<file path="src/rtl/lsu_axi_bridge_pkg.sv">
// Shared types for the LSU-to-AXI bridge: LSU bus request/response records,
// AXI burst/size encodings and the bridge state enum.
package lsu_axi_bridge_pkg;

   typedef struct packed {
      logic        valid;
      logic        write;
      logic        burst;
      logic        cached;
      logic [31:0] addr;
      logic [31:0] w_data;
      logic [3:0]  data_strobe;
      logic        data_ok;
      logic        data_last;
   } cache_bus_req_t;

   typedef struct packed {
      logic        ready;
      logic [31:0] r_data;
      logic        data_ok;
      logic        data_last;
   } cache_bus_resp_t;

   localparam logic [1:0] AXI_BURST_FIXED = 2'b00;
   localparam logic [1:0] AXI_BURST_INCR  = 2'b01;
   localparam logic [1:0] AXI_BURST_WRAP  = 2'b10;

   localparam logic [2:0] AXI_SIZE_1B = 3'b000;
   localparam logic [2:0] AXI_SIZE_2B = 3'b001;
   localparam logic [2:0] AXI_SIZE_4B = 3'b010;

   typedef enum logic [2:0] {
      ST_IDLE  = 3'd0,
      ST_RADDR = 3'd1,
      ST_RDATA = 3'd2,
      ST_WADDR = 3'd3,
      ST_WDATA = 3'd4,
      ST_WRESP = 3'd5
   } bridge_state_t;

   // Word-align an address for a single-beat transfer.
   function automatic logic [31:0] word_align(input logic [31:0] a);
      return {a[31:2], 2'b00};
   endfunction

endpackage

</file>
<file path="src/rtl/lsu_axi_bridge_if.sv">
// LSU request/response plus the five AXI4 channels seen by the bridge.
// master = bridge side (AXI master, LSU responder); slave = LSU/memory side.
interface lsu_axi_bridge_if;
   import lsu_axi_bridge_pkg::*;

   cache_bus_req_t  bus_req;
   cache_bus_resp_t bus_resp;

   logic [31:0] ar_addr;
   logic [7:0]  ar_len;
   logic [2:0]  ar_size;
   logic [1:0]  ar_burst;
   logic        ar_valid;
   logic        ar_ready;

   logic [31:0] r_data;
   logic        r_last;
   logic        r_valid;
   logic        r_ready;

   logic [31:0] aw_addr;
   logic [7:0]  aw_len;
   logic [2:0]  aw_size;
   logic [1:0]  aw_burst;
   logic        aw_valid;
   logic        aw_ready;

   logic [31:0] w_data;
   logic [3:0]  w_strb;
   logic        w_last;
   logic        w_valid;
   logic        w_ready;

   logic        b_valid;
   logic        b_ready;

   modport master (
      input  bus_req, ar_ready, r_data, r_last, r_valid, aw_ready, w_ready, b_valid,
      output bus_resp, ar_addr, ar_len, ar_size, ar_burst, ar_valid, r_ready,
             aw_addr, aw_len, aw_size, aw_burst, aw_valid,
             w_data, w_strb, w_last, w_valid, b_ready
   );

   modport slave (
      output bus_req, ar_ready, r_data, r_last, r_valid, aw_ready, w_ready, b_valid,
      input  bus_resp, ar_addr, ar_len, ar_size, ar_burst, ar_valid, r_ready,
             aw_addr, aw_len, aw_size, aw_burst, aw_valid,
             w_data, w_strb, w_last, w_valid, b_ready
   );

endinterface

</file>
<file path="src/rtl/lsu_axi_bridge.sv">
// LSU-to-AXI4 bridge: one outstanding transaction, replayed as AR/R or AW/W/B.
// Writes are acknowledged to the LSU only after B so LSU ordering holds.
// Optional feature macro: LSU_BRIDGE_BURST_EN (multi-beat INCR bursts of BURST_LEN).
module lsu_axi_bridge
   import lsu_axi_bridge_pkg::*;
#(
   parameter int BURST_LEN = 4
) (
   input logic              clk,
   input logic              rst,
   lsu_axi_bridge_if.master bus
);

   localparam int          CNT_W      = $clog2(BURST_LEN);
   localparam logic [31:0] BURST_MASK = 32'(BURST_LEN * 4 - 1);

   bridge_state_t     state_r, state_nx_s;
   logic [31:0]       addr_r, addr_nx_s;
   logic              burst_r, burst_nx_s;
   logic [CNT_W-1:0]  cnt_r, cnt_nx_s;
   logic              req_burst_s;
   logic              w_last_s;
   logic              unused_fields_s;

`ifdef LSU_BRIDGE_BURST_EN
   assign req_burst_s     = bus.bus_req.burst;
   assign w_last_s        = burst_r ? (cnt_r == CNT_W'(BURST_LEN - 1)) : 1'b1;
   assign unused_fields_s = ^{bus.bus_req.cached, bus.bus_req.data_last};
`else
   assign req_burst_s     = 1'b0;
   assign w_last_s        = 1'b1;
   assign unused_fields_s = ^{bus.bus_req.burst, bus.bus_req.cached, bus.bus_req.data_last};
`endif

   // Address channels are driven from the latched request and stay stable while valid.
   assign bus.ar_addr  = addr_r;
   assign bus.ar_len   = burst_r ? 8'(BURST_LEN - 1) : 8'd0;
   assign bus.ar_size  = AXI_SIZE_4B;
   assign bus.ar_burst = AXI_BURST_INCR;
   assign bus.aw_addr  = addr_r;
   assign bus.aw_len   = burst_r ? 8'(BURST_LEN - 1) : 8'd0;
   assign bus.aw_size  = AXI_SIZE_4B;
   assign bus.aw_burst = AXI_BURST_INCR;

   // State, latched request and beat counter; reset abandons any AXI transfer.
   always_ff @(posedge clk) begin
      if (rst) begin
         state_r <= ST_IDLE;
         addr_r  <= 32'd0;
         burst_r <= 1'b0;
         cnt_r   <= '0;
      end else begin
         state_r <= state_nx_s;
         addr_r  <= addr_nx_s;
         burst_r <= burst_nx_s;
         cnt_r   <= cnt_nx_s;
      end
   end

   // Next-state logic and per-state channel/LSU handshakes.
   always_comb begin
      state_nx_s   = state_r;
      addr_nx_s    = addr_r;
      burst_nx_s   = burst_r;
      cnt_nx_s     = cnt_r;
      bus.bus_resp = '0;
      bus.ar_valid = 1'b0;
      bus.r_ready  = 1'b0;
      bus.aw_valid = 1'b0;
      bus.w_valid  = 1'b0;
      bus.w_data   = 32'd0;
      bus.w_strb   = 4'd0;
      bus.w_last   = 1'b0;
      bus.b_ready  = 1'b0;
      case (state_r)
         ST_IDLE: begin
            if (bus.bus_req.valid) begin
               bus.bus_resp.ready = 1'b1;
               burst_nx_s = req_burst_s;
               addr_nx_s  = req_burst_s ? (bus.bus_req.addr & ~BURST_MASK)
                                        : word_align(bus.bus_req.addr);
               cnt_nx_s   = '0;
               state_nx_s = bus.bus_req.write ? ST_WADDR : ST_RADDR;
            end else begin
               state_nx_s = ST_IDLE;
            end
         end
         ST_RADDR: begin
            bus.ar_valid = 1'b1;
            if (bus.ar_ready) begin
               state_nx_s = ST_RDATA;
            end else begin
               state_nx_s = ST_RADDR;
            end
         end
         ST_RDATA: begin
            bus.r_ready            = bus.bus_req.data_ok;
            bus.bus_resp.data_ok   = bus.r_valid & bus.bus_req.data_ok;
            bus.bus_resp.r_data    = bus.r_data;
            bus.bus_resp.data_last = bus.r_last;
            if (bus.r_valid && bus.bus_req.data_ok) begin
               cnt_nx_s   = cnt_r + CNT_W'(1);
               state_nx_s = bus.r_last ? ST_IDLE : ST_RDATA;
            end else begin
               state_nx_s = ST_RDATA;
            end
         end
         ST_WADDR: begin
            bus.aw_valid = 1'b1;
            if (bus.aw_ready) begin
               state_nx_s = ST_WDATA;
            end else begin
               state_nx_s = ST_WADDR;
            end
         end
         ST_WDATA: begin
            bus.w_valid = bus.bus_req.data_ok;
            bus.w_data  = bus.bus_req.w_data;
            bus.w_strb  = bus.bus_req.data_strobe;
            bus.w_last  = w_last_s;
            if (bus.bus_req.data_ok && bus.w_ready) begin
               cnt_nx_s = cnt_r + CNT_W'(1);
               if (w_last_s) begin
                  state_nx_s = ST_WRESP;
               end else begin
                  bus.bus_resp.data_ok = 1'b1;
                  state_nx_s = ST_WDATA;
               end
            end else begin
               state_nx_s = ST_WDATA;
            end
         end
         ST_WRESP: begin
            bus.b_ready = 1'b1;
            if (bus.b_valid) begin
               bus.bus_resp.data_ok   = 1'b1;
               bus.bus_resp.data_last = 1'b1;
               state_nx_s = ST_IDLE;
            end else begin
               state_nx_s = ST_WRESP;
            end
         end
         default: begin
            state_nx_s = ST_IDLE;
         end
      endcase
   end

endmodule

</file>
<file path="src/flat_wrapper.sv">
// flat-port wrapper written by rule: the top's interface ports become plain ports
module lsu_axi_bridge_flat import lsu_axi_bridge_pkg::*;
#(
   parameter int BURST_LEN = 4
)
  (clk, rst, bus_bus_req, bus_ar_ready, bus_r_data, bus_r_last, bus_r_valid, bus_aw_ready, bus_w_ready, bus_b_valid, bus_bus_resp, bus_ar_addr, bus_ar_len, bus_ar_size, bus_ar_burst, bus_ar_valid, bus_r_ready, bus_aw_addr, bus_aw_len, bus_aw_size, bus_aw_burst, bus_aw_valid, bus_w_data, bus_w_strb, bus_w_last, bus_w_valid, bus_b_ready);
  lsu_axi_bridge_if bus_i ();
  input logic clk;
  input logic rst;
  input wire logic [$bits(bus_i.bus_req)-1:0] bus_bus_req;
  input wire logic [$bits(bus_i.ar_ready)-1:0] bus_ar_ready;
  input wire logic [$bits(bus_i.r_data)-1:0] bus_r_data;
  input wire logic [$bits(bus_i.r_last)-1:0] bus_r_last;
  input wire logic [$bits(bus_i.r_valid)-1:0] bus_r_valid;
  input wire logic [$bits(bus_i.aw_ready)-1:0] bus_aw_ready;
  input wire logic [$bits(bus_i.w_ready)-1:0] bus_w_ready;
  input wire logic [$bits(bus_i.b_valid)-1:0] bus_b_valid;
  output wire logic [$bits(bus_i.bus_resp)-1:0] bus_bus_resp;
  output wire logic [$bits(bus_i.ar_addr)-1:0] bus_ar_addr;
  output wire logic [$bits(bus_i.ar_len)-1:0] bus_ar_len;
  output wire logic [$bits(bus_i.ar_size)-1:0] bus_ar_size;
  output wire logic [$bits(bus_i.ar_burst)-1:0] bus_ar_burst;
  output wire logic [$bits(bus_i.ar_valid)-1:0] bus_ar_valid;
  output wire logic [$bits(bus_i.r_ready)-1:0] bus_r_ready;
  output wire logic [$bits(bus_i.aw_addr)-1:0] bus_aw_addr;
  output wire logic [$bits(bus_i.aw_len)-1:0] bus_aw_len;
  output wire logic [$bits(bus_i.aw_size)-1:0] bus_aw_size;
  output wire logic [$bits(bus_i.aw_burst)-1:0] bus_aw_burst;
  output wire logic [$bits(bus_i.aw_valid)-1:0] bus_aw_valid;
  output wire logic [$bits(bus_i.w_data)-1:0] bus_w_data;
  output wire logic [$bits(bus_i.w_strb)-1:0] bus_w_strb;
  output wire logic [$bits(bus_i.w_last)-1:0] bus_w_last;
  output wire logic [$bits(bus_i.w_valid)-1:0] bus_w_valid;
  output wire logic [$bits(bus_i.b_ready)-1:0] bus_b_ready;
  assign bus_i.bus_req = bus_bus_req;
  assign bus_i.ar_ready = bus_ar_ready;
  assign bus_i.r_data = bus_r_data;
  assign bus_i.r_last = bus_r_last;
  assign bus_i.r_valid = bus_r_valid;
  assign bus_i.aw_ready = bus_aw_ready;
  assign bus_i.w_ready = bus_w_ready;
  assign bus_i.b_valid = bus_b_valid;
  assign bus_bus_resp = bus_i.bus_resp;
  assign bus_ar_addr = bus_i.ar_addr;
  assign bus_ar_len = bus_i.ar_len;
  assign bus_ar_size = bus_i.ar_size;
  assign bus_ar_burst = bus_i.ar_burst;
  assign bus_ar_valid = bus_i.ar_valid;
  assign bus_r_ready = bus_i.r_ready;
  assign bus_aw_addr = bus_i.aw_addr;
  assign bus_aw_len = bus_i.aw_len;
  assign bus_aw_size = bus_i.aw_size;
  assign bus_aw_burst = bus_i.aw_burst;
  assign bus_aw_valid = bus_i.aw_valid;
  assign bus_w_data = bus_i.w_data;
  assign bus_w_strb = bus_i.w_strb;
  assign bus_w_last = bus_i.w_last;
  assign bus_w_valid = bus_i.w_valid;
  assign bus_b_ready = bus_i.b_ready;
  lsu_axi_bridge #(.BURST_LEN(BURST_LEN)) u_core (.clk(clk), .rst(rst), .bus(bus_i));
endmodule
</file>
<file path="config.mk">
export PLATFORM = sky130hd
export DESIGN_NAME = lsu_axi_bridge_flat
export DESIGN_NICKNAME = d
export VERILOG_FILES = /design/src/rtl/lsu_axi_bridge_pkg.sv /design/src/rtl/lsu_axi_bridge_if.sv /design/src/rtl/lsu_axi_bridge.sv /design/src/flat_wrapper.sv
export SDC_FILE = /design/constraint.sdc
export NUM_CORES = 1
export LEC_CHECK = 0
export CAP_MARGIN = 10
export CORE_AREA = 2 2 110 112
export CTS_BUF_LIST = sky130_fd_sc_hd__clkbuf_16
export CTS_CLUSTER_DIAMETER = 100
export DETAILED_ROUTE_END_ITERATION = 12
export DIE_AREA = 0 0 112 114
export DONT_BUFFER_PORTS = 1
export SLEW_MARGIN = 20
export SYNTH_ARGS = -nofsm -noshare
export SYNTH_HDL_FRONTEND = slang
export SYNTH_SLANG_ARGS = --single-unit
</file>
<file path="constraint.sdc">
create_clock -name clk -period 1.3 [get_ports clk]
set_input_delay 0.195 -clock clk [delete_from_list [all_inputs] [get_ports clk]]
set_output_delay 0.195 -clock clk [all_outputs]
set_load 0.1 [all_outputs]
</file>
# Word level (Yosys, flattened, before mapping)
# Index checks and enable logic that the tools add are counted.
totals:
  output_inout_bits: 167
  regBits: 33
  wordCells: 35
  in_bits: 114
op_classes:
  n_eq_ne: 5
  bitwise_logic: 1
  mux: 23
  n_reduce_logical: 4
op_table:
  columns: ["cell", "count"]
  rows:
  - ["two-way mux 32 bit", 2]
  - ["case mux 3 bit (6 select lines)", 1]
  - ["two-way mux 3 bit", 4]
  - ["two-way mux 1 bit", 9]
  - ["two-way mux 2 bit", 4]
  - ["equality test 3 x 2 -> 1 bit (second input constant)", 2]
  - ["equality test 3 bit (second input constant)", 2]
  - ["two-way mux 4 bit", 1]
  - ["case mux 1 bit (2 select lines)", 2]
  - ["equality test 3 x 1 -> 1 bit (second input constant)", 1]
  - ["logical NOT 3 bit", 1]
  - ["logical AND 1 bit", 2]
  - ["AND reduction 2 bit", 1]
  - ["AND 1 bit", 1]

# Depth between registers and ports, before layout
logic_depth:
  ltp_word: 3
  mapped_depth: 6
  mapped_depth_nobuf: 4

# Worst setup path before layout
# OpenSTA, ideal clock, no wires.
synth_path:
  kind: "register to output"
  startpoint: "register u_core.state_r[2]"
  endpoint: "output bus_w_data[22]"
  setup_slack_ns: -1.405
  t_required_ns: 1.105
  t_arrival_ns: 2.510
  path_stages_with_launch: 4
  cell_sequence: "dfxtp_1 nor3b_2 clkbuf_1 and2_1"
synth_via:
  elab_chain_cells: 2
synth_rtl:
  columns: ["item", "line", "rtl"]
  rows:
  - ["start: declaration", "lsu_axi_bridge.sv:17", "bridge_state_t state_r, state_nx_s;"]
  - ["start signal: assignment", "lsu_axi_bridge.sv:53", "state_r <= state_nx_s;"]
  - ["equality test 3 bit", "lsu_axi_bridge.sv:75", "case (state_r)"]
  - ["two-way mux 32 bit", "lsu_axi_bridge.sv:75", null]
  - ["end: declaration", "flat_wrapper.sv:30", "output wire logic [$bits(bus_i.w_data)-1:0] bus_w_data;"]
# Every way passes these cells.

# Worst setup path after layout
layout_path:
  startpoint: "register u_core.state_r[0]"
  endpoint: "output bus_bus_resp[33]"
layout_via:
  elab_chain_cells: 2
layout_rtl:
  columns: ["item", "line", "rtl"]
  rows:
  - ["equality test 3 x 2 -> 1 bit", "lsu_axi_bridge.sv:75", null]
  - ["two-way mux 32 bit", "lsu_axi_bridge.sv:75", null]
  - ["end: declaration", "flat_wrapper.sv:18", "output wire logic [$bits(bus_i.bus_resp)-1:0] bus_bus_resp;"]
# Every way passes these cells.

==> summary.md <==
| Metric | Value |
|---|---|
| Status | `finished, violations left` |
| Violated checks | `setup timing` |
| Vias in the first global route | `1980` |
| Setup TNS | `-42.06 ns` |
| CP Launch Type | `flip-flop` |
| IO Count | `281` |
| Top cell family by delay on the critical path | `buffers and inverters` |
| Post-route minimum period | `approximately 1.8 ns` |
| Critical Path Max Stage Delay | `roughly 0.33 ns` |
| Layout cell share with drive strength beyond 1 | `0.777` |
| Non-Filler Instances | `511` |
| Synthesized area | `0.00223 mm^2` |
| Clock sink count | `33` |
| Crit-path cells | `buf_12, nor3b_4, buf_6, clkbuf_16, and2_4, buf_12` |
| Drt drc | `0` |
| Critical Path RT | `1.11 ns` |
| Internal power | `0.00287 W` |
| Netlist cell types | `22` |
| CTS buffer count | `5` |
| RSZ-0062 raised after global routing | `true` |
| Synth warn | `0` |
| VDD IR-drop max | `0.861 mV` |
| Worst Path Buf+Inv | `4` |
| Htree depth | `2` |
| Max Cap Viol | `0` |
| Vias per cell | `4.21` |
| Worst skew pair latency | `0.27 ns` |
| Dpl cells | `approximately 490` |
| CP max stage cell | `dfxtp_2` |
| Leakage | `between 1.5 and 2 nW` |
| Nets@finish | `~480` |
| Syn Inst Count | `slightly above 300` |
| # rows | `40` |
| Final Setup Violations | `107` |
| Slew at the pin with the worst max-slew slack | `just under 0.9 ns` |
| Initial antenna violation count | `0` |
| Pwr Density | `around 1300 mW/mm^2` |
| Gr usage total | `0.113` |
| Final cycle utilization of the critical path | `1.37` |
| Synth-to-Final Area Change | `105%` |
| Switching Fraction | `0.523` |
| Commonest cells after routing, fill and taps aside | `73 x and2_4, 72 x buf_12, 31 x dfxtp_2` |
| #FFs+latches synth | `33` |
| Global route overflow | `0` |
| Pin count of the biggest net entering global routing | `40` |
| Relative slew slack | `0.421` |
| Crit path max fanout | `9` |
| Critical path arrival | `1.59 ns` |
| Chip height | `114 um` |
| Clk buf depth | `2` |
| Fin util | `0.391` |
| Final Max Tran Viols | `0` |
| Power share of the clock group | `0.182` |
| DR vias | `~2200` |
| FMAX | `0.562 GHz` |
| Clk_skew | `approximately 0.0054 ns` |
| Final WS setup | `-0.481 ns` |
| DP Worst Slack | `-0.226 ns` |
| Commonest non-fill, non-tap cell in the layout | `and2_4` |
| Leading area contributor after synthesis | `dfxtp_1` |
| Die width | `112 um` |
| Total power | `0.00603 W` |
| Port bufs | `0` |
| Antenna Violating Nets Remaining | `0` |
| Crit Path Class | `flip-flop to output port` |
| CTS clock-pin slew for the worst setup and hold paths | `0.05 ns` |
| Avg Cell Area, Syn | `7.28 um^2` |
| Final wirelength | `9140 um` |
| RePlAce Congestion | `0.765` |
| Fillers | `1098` |
| Clock root buffer master | `clkbuf_16` |
| First-pass GRT wire length | `11300 um` |
| Core footprint | `0.0117 mm^2` |
| Logic pwr share | `0.618` |
| Pre-Repair DR Iteration Count | `4` |
| Post-DP HPWL | `6540 um` |
| Number of diodes | `0` |
| Sw power | `roughly 0.0032 W` |
| Flop pwr share | `0.200` |
| Initial DRC Count | `66` |
| Top cell by count, worst path | `buf_12` |
| Synth area leaders | `dfxtp_1 30%, and2_1 21%, buf_4 20%` |
| Total die area | `0.0128 mm^2` |
| Starting Density | `0.191` |
| Hold WC Path Type | `primary input to flip-flop` |
| CTS tree | `built` |
| DR WL/cell | `17.9 um` |
| Synth top area share | `0.296` |
| CP Capture Type | `output port` |
| Sequential-to-total area share from yosys stat | `0.296` |
| Hold Violations, Final | `0` |
==> registers in the layout (all words and copies together), names as in the netlist <==
register	flops
u_core.bus.ar_addr	30
u_core.state_r	3
==> synth_stat cells <==
master / count
nand2_1: 65
a21o_1: 1
dfxtp_1: 33
conb_1: 2
buf_4: 60
or4b_1: 1
a31oi_1: 1
nor3b_2: 2
a21oi_1: 31
and3b_1: 1
nor3b_1: 2
o21ai_0: 3
buf_6: 3
nand4b_1: 1
nand3_1: 4
clkbuf_1: 14
nor2_1: 2
clkinv_2: 1
buf_2: 1
nor2b_1: 4
and2_1: 74
a32oi_1: 1
==> power by group through the flow <==
stage          Combinational (W)  Clock [W]  Sequential (W)
3_3_place_gp             0.00332          0         0.00122
4_1_cts                  0.00338    0.00114         0.00120
5_1_grt                  0.00382    0.00118         0.00122
2_1_floorplan            0.00221          0         0.00174
3_5_place_dp             0.00334          0         0.00122
6_report                 0.00373    0.00110         0.00121
==> routing by layer <==
metal / routed length (um) / up-vias / share of wire / GRT usage
met5: 0 / - / 0 / 0
met4: 42 / 0 / 0.0046 / 0.0171
met3: 630 / 4 / 0.069 / 0.0324
met2: 5230 / 136 / 0.57 / 0.221
met1: 3230 / 1034 / 0.35 / 0.122
li1: - / 979 / - / -
==> per-stage QoR <==
step | hold slack, ns | instance area [um^2]
6_report | 0.0321 | 4580
5_1_grt | 0.0282 | 4580
4_1_cts | 0.0414 | 3980
3_5_place_dp | 0.261 | 3800
3_3_place_gp | 0.260 | 3800
2_1_floorplan | 0.257 | 2770
==> kinds of logic (layout without fill, tap and decap cells) <==
kind of cell / after synthesis / after routing / share of synthesized area
buf+inv: 79 / 108 / 0.245
simple gates: 156 / 156 / 0.370
compound gates: 37 / 37 / 0.0862
other cells: 2 / 30 / 0.00336
flops: 33 / 33 / 0.296
==> repair_timing <==
| item | in CTS | in global routing |
|---|---|---|
| hold buffers | 1 | 0 |
| resized for setup | 8 | 95 |
| endpoints found under the hold margin | 31 | 0 |
| gates cloned | 0 | 9 |
| pin swaps | 15 | 66 |
| endpoints found under the setup margin | 108 | 108 |
| setup buffers | 0 | 8 |
==> worst paths after layout <==
kind	startpoint	to	slack, ns	cells after the start
worst max-delay path	u_core.state_r[0]$_SDFF_PP0_	bus_bus_resp[33]	-0.48	6
worst min-delay path	bus_bus_req[47]	u_core.bus.ar_addr[9]$_SDFFE_PP0P_	0.03	2
worst max register to register	u_core.state_r[1]$_SDFF_PP0_	u_core.bus.ar_addr[13]$_SDFFE_PP0P_	-0.33	6
worst min register to register	u_core.bus.ar_addr[16]$_SDFFE_PP0P_	u_core.bus.ar_addr[16]$_SDFFE_PP0P_	0.47	2
==> area by class of cell <==
type | count | area, um^2 | share of cell area
repair buffers | 99 | 1830 | 0.400
clock buffers | 5 | 125 | 0.0273
well taps | 147 | 184 | 0.0402
inverters | 1 | 11.3 | 0.00246
flip-flops and latches | 33 | 707 | 0.154
clock inverters | 3 | 13.8 | 0.00301
multi-input cells | 223 | 1710 | 0.373
(Power assumes the default switching activity.)
